--- config.mk ---
export PLATFORM = sky130hd
export DESIGN_NAME = serial_subtractor_flat
export DESIGN_NICKNAME = d
export VERILOG_FILES = /design/src/rtl/serial_subtractor_if.sv /design/src/rtl/serial_subtractor.sv /design/src/flat_wrapper.sv
export SDC_FILE = /design/constraint.sdc
export NUM_CORES = 1
export LEC_CHECK = 0
export ABC_AREA = 0
export CORE_MARGIN = 10
export CORE_UTILIZATION = 52
export CTS_CLUSTER_SIZE = 25
export DETAILED_ROUTE_END_ITERATION = 16
export GPL_ROUTABILITY_DRIVEN = 0
export PLACE_DENSITY_LB_ADDON = 0.05
export SYNTH_ARGS = -nofsm -noshare
export SYNTH_HDL_FRONTEND = slang
export SYNTH_SLANG_ARGS = --single-unit
--- constraint.sdc ---
create_clock -name clk_i -period 1.67 [get_ports clk_i]
set_input_delay 0.2505 -clock clk_i [delete_from_list [all_inputs] [get_ports clk_i]]
set_output_delay 0.2505 -clock clk_i [all_outputs]
set_load 0.01 [all_outputs]
--- src/rtl/serial_subtractor_if.sv ---
// Operand/result bundle for the bit-serial subtractor.
// The master drives the request; the slave returns status and results.
interface serial_subtractor_if #(
  parameter int unsigned Width = 8
);
  logic             start;
  logic [Width-1:0] a;
  logic [Width-1:0] b;
  logic             br_in;
  logic             busy;
  logic             done;
  logic [Width-1:0] dif;
  logic             br_out;

  modport master (
    output start, a, b, br_in,
    input  busy, done, dif, br_out
  );

  modport slave (
    input  start, a, b, br_in,
    output busy, done, dif, br_out
  );
endinterface

--- src/rtl/serial_subtractor.sv ---
// Bit-serial unsigned subtractor: one full-subtractor cell fed LSB first.
// Borrow is carried in a flip-flop; the result appears after Width cycles.
module serial_subtractor #(
  parameter int unsigned Width = 8
) (
  input  logic                clk_i,
  input  logic                rst_i,
  serial_subtractor_if.slave  bus_io
);

  localparam int unsigned CntW = (Width > 1) ? $clog2(Width) : 1;
  localparam logic [CntW-1:0] CntLast = CntW'(Width - 1);

  typedef enum logic [1:0] {StIdle, StRun, StFin} state_e;

  state_e           state_q;
  logic [Width-1:0] sa_q, sb_q, part_q, dif_q;
  logic [CntW-1:0]  cnt_q;
  logic             br_q, br_out_q, busy_q, done_q;
  logic             diff_bit, br_d;

  // Full-subtractor cell on the current LSB pair.
  always_comb begin
    diff_bit = sa_q[0] ^ sb_q[0] ^ br_q;
    br_d     = (~sa_q[0] & sb_q[0]) | (~(sa_q[0] ^ sb_q[0]) & br_q);
  end

  always_ff @(posedge clk_i or posedge rst_i) begin
    if (rst_i) begin
      state_q  <= StIdle;
      sa_q     <= '0;
      sb_q     <= '0;
      part_q   <= '0;
      dif_q    <= '0;
      cnt_q    <= '0;
      br_q     <= 1'b0;
      br_out_q <= 1'b0;
      busy_q   <= 1'b0;
      done_q   <= 1'b0;
    end else begin
      done_q <= 1'b0;
      unique case (state_q)
        StIdle, StFin: begin
          if (bus_io.start) begin
            state_q <= StRun;
            sa_q    <= bus_io.a;
            sb_q    <= bus_io.b;
            br_q    <= bus_io.br_in;
            cnt_q   <= '0;
            busy_q  <= 1'b1;
          end else begin
            state_q <= StIdle;
            busy_q  <= 1'b0;
          end
        end
        StRun: begin
          sa_q   <= {1'b0, sa_q[Width-1:1]};
          sb_q   <= {1'b0, sb_q[Width-1:1]};
          part_q <= {diff_bit, part_q[Width-1:1]};
          br_q   <= br_d;
          if (cnt_q == CntLast) begin
            state_q  <= StFin;
            dif_q    <= {diff_bit, part_q[Width-1:1]};
            br_out_q <= br_d;
            busy_q   <= 1'b0;
            done_q   <= 1'b1;
          end else begin
            cnt_q <= cnt_q + 1'b1;
          end
        end
        default: begin
          state_q <= StIdle;
          busy_q  <= 1'b0;
        end
      endcase
    end
  end

  assign bus_io.busy   = busy_q;
  assign bus_io.done   = done_q;
  assign bus_io.dif    = dif_q;
  assign bus_io.br_out = br_out_q;

endmodule

--- src/flat_wrapper.sv ---
// flat-port wrapper written by rule: the top's interface ports become plain ports
module serial_subtractor_flat 
#(
  parameter int unsigned Width = 8
)
  (clk_i, rst_i, bus_io_start, bus_io_a, bus_io_b, bus_io_br_in, bus_io_busy, bus_io_done, bus_io_dif, bus_io_br_out);
  serial_subtractor_if #(.Width(Width)) bus_io_i ();
  input  logic clk_i;
  input  logic rst_i;
  input wire logic [$bits(bus_io_i.start)-1:0] bus_io_start;
  input wire logic [$bits(bus_io_i.a)-1:0] bus_io_a;
  input wire logic [$bits(bus_io_i.b)-1:0] bus_io_b;
  input wire logic [$bits(bus_io_i.br_in)-1:0] bus_io_br_in;
  output wire logic [$bits(bus_io_i.busy)-1:0] bus_io_busy;
  output wire logic [$bits(bus_io_i.done)-1:0] bus_io_done;
  output wire logic [$bits(bus_io_i.dif)-1:0] bus_io_dif;
  output wire logic [$bits(bus_io_i.br_out)-1:0] bus_io_br_out;
  assign bus_io_i.start = bus_io_start;
  assign bus_io_i.a = bus_io_a;
  assign bus_io_i.b = bus_io_b;
  assign bus_io_i.br_in = bus_io_br_in;
  assign bus_io_busy = bus_io_i.busy;
  assign bus_io_done = bus_io_i.done;
  assign bus_io_dif = bus_io_i.dif;
  assign bus_io_br_out = bus_io_i.br_out;
  serial_subtractor #(.Width(Width)) u_core (.clk_i(clk_i), .rst_i(rst_i), .bus_io(bus_io_i));
endmodule
==> results of run 1 <==
flip-flops by register name, indices dropped and copies added, names as in the netlist:
register / count
u_core.bus_io.dif: 8
u_core.sa_q: 8
u_core.sb_q: 8
u_core.part_q: 7
u_core.cnt_q: 3
u_core.state_q: 2
u_core.br_q: 1
u_core.bus_io.br_out: 1
u_core.bus_io.done: 1
metal layers:
layer / GRT usage (%) / wire length [um] / vias up
li1: - / - / 602
met1: 11.87 / 1383 / 603
met2: 20.63 / 1774 / 26
met3: 3.675 / 181 / 8
met4: 5.282 / 70 / 0
met5: 0 / 0 / -
stage by stage:
| stage | setup slack (ps) | utilization (%) | instances |
|---|---|---|---|
| 5_1_grt | -10.70 | 67.58 | 231 |
| 4_1_cts | 4.891 | 67.40 | 231 |
| 3_3_place_gp | 119.1 | 64.87 | 223 |
| 3_5_place_dp | 36.12 | 64.87 | 223 |
| 2_1_floorplan | 134.0 | - | 153 |
| 6_report | 60.72 | 67.58 | 231 |
cell type report:
| type | count | area [um^2] |
|---|---|---|
| fillers | 261 | 1107 |
| flip-flops and latches | 39 | 977.2 |
| multi-input cells | 97 | 814.5 |
| repair buffers | 35 | 350.3 |
| well taps | 46 | 57.56 |
| clock buffers | 6 | 51.30 |
| clock inverters | 2 | 35.03 |
| inverters | 6 | 22.52 |
critical path, delay by kind of cell (launching register included):
family,cells,cell delay (ps)
muxes,1,330
DFF,1,410
AOI/OAI and AO/OA,1,180
and+or+nand+nor,1,140
adders and majority gates,2,450
report_power, final:
part,internal [W],switching [W]
sequential,0.00139,0.000302
combinational,0.000975,0.000662
clock,0.000354,0.000299
cell usage in the layout (no fill, tap or decap), types with 2 or more instances in the layout:
master,Yosys,final
nand2_1,2,2
nor2b_1,16,16
buf_4,3,4
mux2_2,11,11
dfrtp_1,39,38
clkbuf_4,0,5
mux2_4,6,6
inv_1,6,6
ha_1,2,2
mux2i_1,17,17
nand3_1,3,3
o21ai_0,4,4
a21oi_1,15,15
clkdlybuf4s50_1,0,30
a211oi_1,15,15
cells in the mapped netlist:
master and instances:
clkbuf_1 1, a22o_1 1, dfrtp_1 39, mux2_2 11, mux2i_1 17, nor2b_1 16, ha_1 2, nand3b_4 1
buf_2 5, nand3_1 3, a211oi_1 15, mux2_1 1, fa_1 1, nand2_1 2, a21oi_1 15, inv_1 6
o21ai_0 4, nor2_1 1, buf_4 3, mux2_4 6, nor2_2 1, buf_6 2
final timing paths:
path / from / to / cells after the start
worst min-delay path: rst_i / u_core.bus_io.dif[5] / 3
min in group clk_i: u_core.cnt_q[0] / u_core.cnt_q[0] / 1
worst max register to register: u_core.cnt_q[0] / u_core.cnt_q[2] / 5
worst min register to register: u_core.cnt_q[0] / u_core.cnt_q[0] / 1
worst max-delay path: u_core.cnt_q[0] / u_core.cnt_q[2] / 5
max in group asynchronous: rst_i / u_core.state_q[0] / 3
cells by family after synthesis:
family / Yosys count
flip-flops: 39
AO/OA/AOI/OAI: 35
multiplexers: 35
AND/OR/NAND/NOR: 24
buffers and inverters: 17
adder cells (fa/ha/maj): 3
==> flow_summary.ini, run 1 <==
[outcome]
status = completed

[sta]
finalClockSkew_ps = 11.01
slew_viol_final = 0
relSlewSlack_pct = 68.25
min_period_ps = 1609
holdWs_ps = 331.9
hold_viol = 0
worstMarginPinSlew_ps = 476.3
finalSetupViolations = 0
rsz0062_at_grt = true
post-route-period-util_pct = 96.36
tns_ps = 0
max_freq_ghz = 0.6214

[floorplan]
rows = 21
die-height_um = 80.16
io_pins = 31
core_um2 = 3416
initial_utilization_pct = 55.09
die_area_um2 = 6425
die_w_um = 80.16

[placement]
post_dp_cell_area_um2 = 2216
portBuffers = 30
dp.final_hpwl_um = 2445

[yosys]
syn_area_um2 = 1882
synthXorXnorAreaFrac_pct = 0
synth_fa_ha_area_share_pct = 2.394
synth_compound_area_share_pct = 11.50
yosysTopAreaCell = dfrtp_1
yosysWarningCount = 0
netlist_instances = 153
synth-simple-area-share_pct = 8.112
syn-num-nets = 176
syn_avg_cell_area_um2 = 12.30
ys_seq_elements = 39
yosysTopAreaCellShare_pct = 51.86
ys_seq_area_share_pct = 51.86
synth_cell_type_count = 22
synth.area.top_cells = dfrtp_1, mux2i_1, mux2_2, a211oi_1, nor2b_1
synth_top_family_by_area = multiplexers
muxShareOfSynthArea_pct = 21.01

[grt]
antenna_found_initial = 0
overflow = 0
grt_usage_pct = 11.50
grt_pass1_vias = 1303
grt_max_degree = 40
grt_pass1_wl_um = 5823

[clock_tree]
htree_levels = 2
cts_hold_buf = 0
clock-root-buffer = clkbuf_4
cts.sinks = 39
cts_tree = done
clk_path_buf_depth = 2
clock_latency_ps = 340
cts_resized = 0
cts_made_buffers = 5
post_cts_buffers = 0
path_clk_slew_ps = 120

[layout]
n_antenna_cell = 0
drive_gt1_share_pct = 17.84
fin_nets = 207
fin_area_um2 = 2308
area_growth_pct = 22.67

[critical_path]
max_stage_delay_ps = 410
crit_chain = ha_1, ha_1, nor2_4, mux2_1, a22o_1
rrSetupSlack_ps = 60
crit_path_end_kind = flop
critical_path_arrival_ps = 1840
crit_required_ps = 1900
crit_top_cell = ha_1
cpMaxStageDelayCell = dfrtp_1
path_class = flop to flop
crit_path_max_fanout = 4
cp-start-kind = flop

[pwr]
power.leakage_nw = 0.9982
p_per_area_nw_per_um2 = 1726
power.total_w = 0.003985
ir_worst_vdd_v = 0.0009031

[worst_hold_path]
hold_path.class = input pin to async pin

[route]
drt_iter0_markers = 36
wl_per_cell_um = 14.76
vias = 1239
drc_errors = 0
detail-route-antenna-nets = 0
drt-total-wl_um = 3409
viasPerCell = 5.364
drtPass1Iterations = 4

[job]
maxCapViolations = 0
Note: power is estimated with default switching activity, not from simulation.
==> run 2: changes to the inputs <==
REMOVE_ABC_BUFFERS = 1   (was default)
clock period = 1.75 ns   (was 1.67 ns; I/O delays follow)
==> run 2 against run 1 <==
  * Count of clock-buffer cells in the layout is the same
  * First-iteration DRC count grew 5.6%
  * Via count shrank 0.48%
  * Fmax shrank 1.7%
  * Clock power grew 12%
  * Non-clock buffer count grew 2
  * Total power shrank 1.3%
  * Critical path depth is the same
  * Combinational power shrank 4%
  * Flip-flop and latch count is the same
  * Worst hold slack gained 7.1 ps
  * Critical endpoint unchanged
  * Largest power group unchanged
==> flow_summary.ini, run 2 (synthesis gave the netlist of run 1 again) <==
[outcome]
status = completed

[critical_path]
path_class = flop to flop
r2r-end = u_core.cnt_q[2]
rrSetupSlack_ps = 110
crit_path_max_fanout = 4
r2r_start = u_core.cnt_q[0]
crit_required_ps = 1990
crit_path_end_kind = flop
critical_path_arrival_ps = 1880
cp-start-kind = flop
r2r_cells = 5

[sta]
relSlewSlack_pct = 68.14
slew_viol_final = 0
finalSetupViolations = 0
worstMarginPinSlew_ps = 478.0
max_freq_ghz = 0.6107
post-route-period-util_pct = 93.57
worst_slack_ps = 112.5
rsz0062_at_grt = false
holdWs_ps = 338.9
finalClockSkew_ps = 13.40
hold_viol = 0
min_period_ps = 1637

[route]
viasPerCell = 5.292
drt_iter0_markers = 38
drt-total-wl_um = 3475
drtPass1Iterations = 4
wl_per_cell_um = 14.91
drc_errors = 0
detail-route-antenna-nets = 0
vias = 1233

[clock_tree]
cts_hold_buf = 0
clk_path_buf_depth = 2
cts_tree = done
cts.sinks = 39
htree_levels = 2
clock-root-buffer = clkbuf_4
cts_made_buffers = 5
path_clk_slew_ps = 120
clock_latency_ps = 340

[layout]
mostFrequentLayoutCell = dfrtp_1
area_growth_pct = 24.00
drive_gt1_share_pct = 18.18
n_antenna_cell = 0
final_cell_mix = dfrtp_1, clkdlybuf4s50_1, mux2i_1
fin_nets = 209
post-route-util_pct = 68.32

[placement]
dp.final_hpwl_um = 2524
portBuffers = 30
preCtsSetupSlack_ps = 114.9

[grt]
grt_pass1_vias = 1390
overflow = 0
grt_usage_pct = 11.51
grt_pass1_wl_um = 6016
grt_max_degree = 40
antenna_found_initial = 0

[pwr]
ir_worst_vdd_v = 0.001006
p_per_area_nw_per_um2 = 1685
power.leakage_nw = 1.010

[worst_hold_path]
hold_path.class = input pin to async pin

[floorplan]
die_area_um2 = 6425
rows = 21
die_w_um = 80.16
core_um2 = 3416
initial_utilization_pct = 55.09
io_pins = 31
die-height_um = 80.16

[job]
maxCapViolations = 0
==> run 2: cell types whose count changed in the layout (fill, tap and decap cells not counted) <==
cell / before / now
nor2_2: 0 / 1
nor2_4: 1 / 0
bufinv_16: 1 / 2
buf_4: 4 / 6
clkbuf_1: 0 / 1
clkinv_2: 1 / 0
clkbuf_8: 1 / 0
==> run 2: cell type report <==
class | count | area [um^2]
Timing Repair Buffer | 37 | 365.4
Clock inverter | 2 | 60.06
Inverter | 6 | 22.52
Sequential cell | 39 | 977.2
Multi-Input combinational cell | 97 | 809.5
Tap cell | 46 | 57.56
Fill cell | 271 | 1082
Clock buffer | 6 | 41.29
==> run 2: power by group <==
group	total (W)	internal, W	switching, W
clock	0.000729	0.000446	0.000283
combinational	0.00158	0.000943	0.000641
sequential	0.00162	0.00133	0.000288
==> run 2: metal layers <==
| layer | global-route usage, % | up-vias | part of all wire [%] |
|---|---|---|---|
| li1 | - | 607 | - |
| met1 | 12.97 | 587 | 42 |
| met2 | 19.42 | 32 | 49 |
| met3 | 3.898 | 7 | 7.1 |
| met4 | 4.754 | 0 | 1.6 |
| met5 | 0 | - | 0 |
==> run 2: critical path: stages, from the launching register on <==
cell	delay (ps)
dfrtp_1	410
ha_1	200
ha_1	230
nor2_2	170
mux2_1	350
a22o_1	190
==> run 2: worst max path at each step <==
stage | start | to | slack [ps] | cells after the start
final | u_core.cnt_q[0] | u_core.cnt_q[2] | 110 | 5
after global routing | u_core.cnt_q[0] | u_core.cnt_q[2] | 40 | 5
after CTS | u_core.state_q[0] | bus_io_busy | 40 | 1
after detailed placement | u_core.cnt_q[0] | u_core.cnt_q[2] | 110 | 5
after global placement | u_core.cnt_q[0] | u_core.cnt_q[2] | 200 | 5
after floorplan | u_core.state_q[0] | u_core.part_q[1] | -220 | 2
==> run 2: stage by stage <==
| stage | total power [W] | cells | cell area, um^2 | setup TNS (ps) |
|---|---|---|---|---|
| 6_report | 0.003932 | 233 | 2333 | 0 |
| 2_1_floorplan | 0.002640 | 142 | 1808 | -1535 |
| 3_5_place_dp | 0.003259 | 225 | 2231 | 0 |
| 4_1_cts | 0.003991 | 233 | 2332 | 0 |
| 5_1_grt | 0.004235 | 233 | 2333 | 0 |
| 3_3_place_gp | 0.003141 | 225 | 2231 | 0 |
==> run 2: timing repair <==
action / CTS / global route
endpoints found under the setup margin: 0 / 1
setup buffers: 0 / 0
gates resized for setup: 0 / 1
==> run 3: changes to the inputs <==
GPL_TIMING_DRIVEN = 1   (was default)
SKIP_LAST_GASP = 1   (was default)
==> results of run 3 <==
Same layout as run 2: the final DEF is identical, and so are final timing and power.
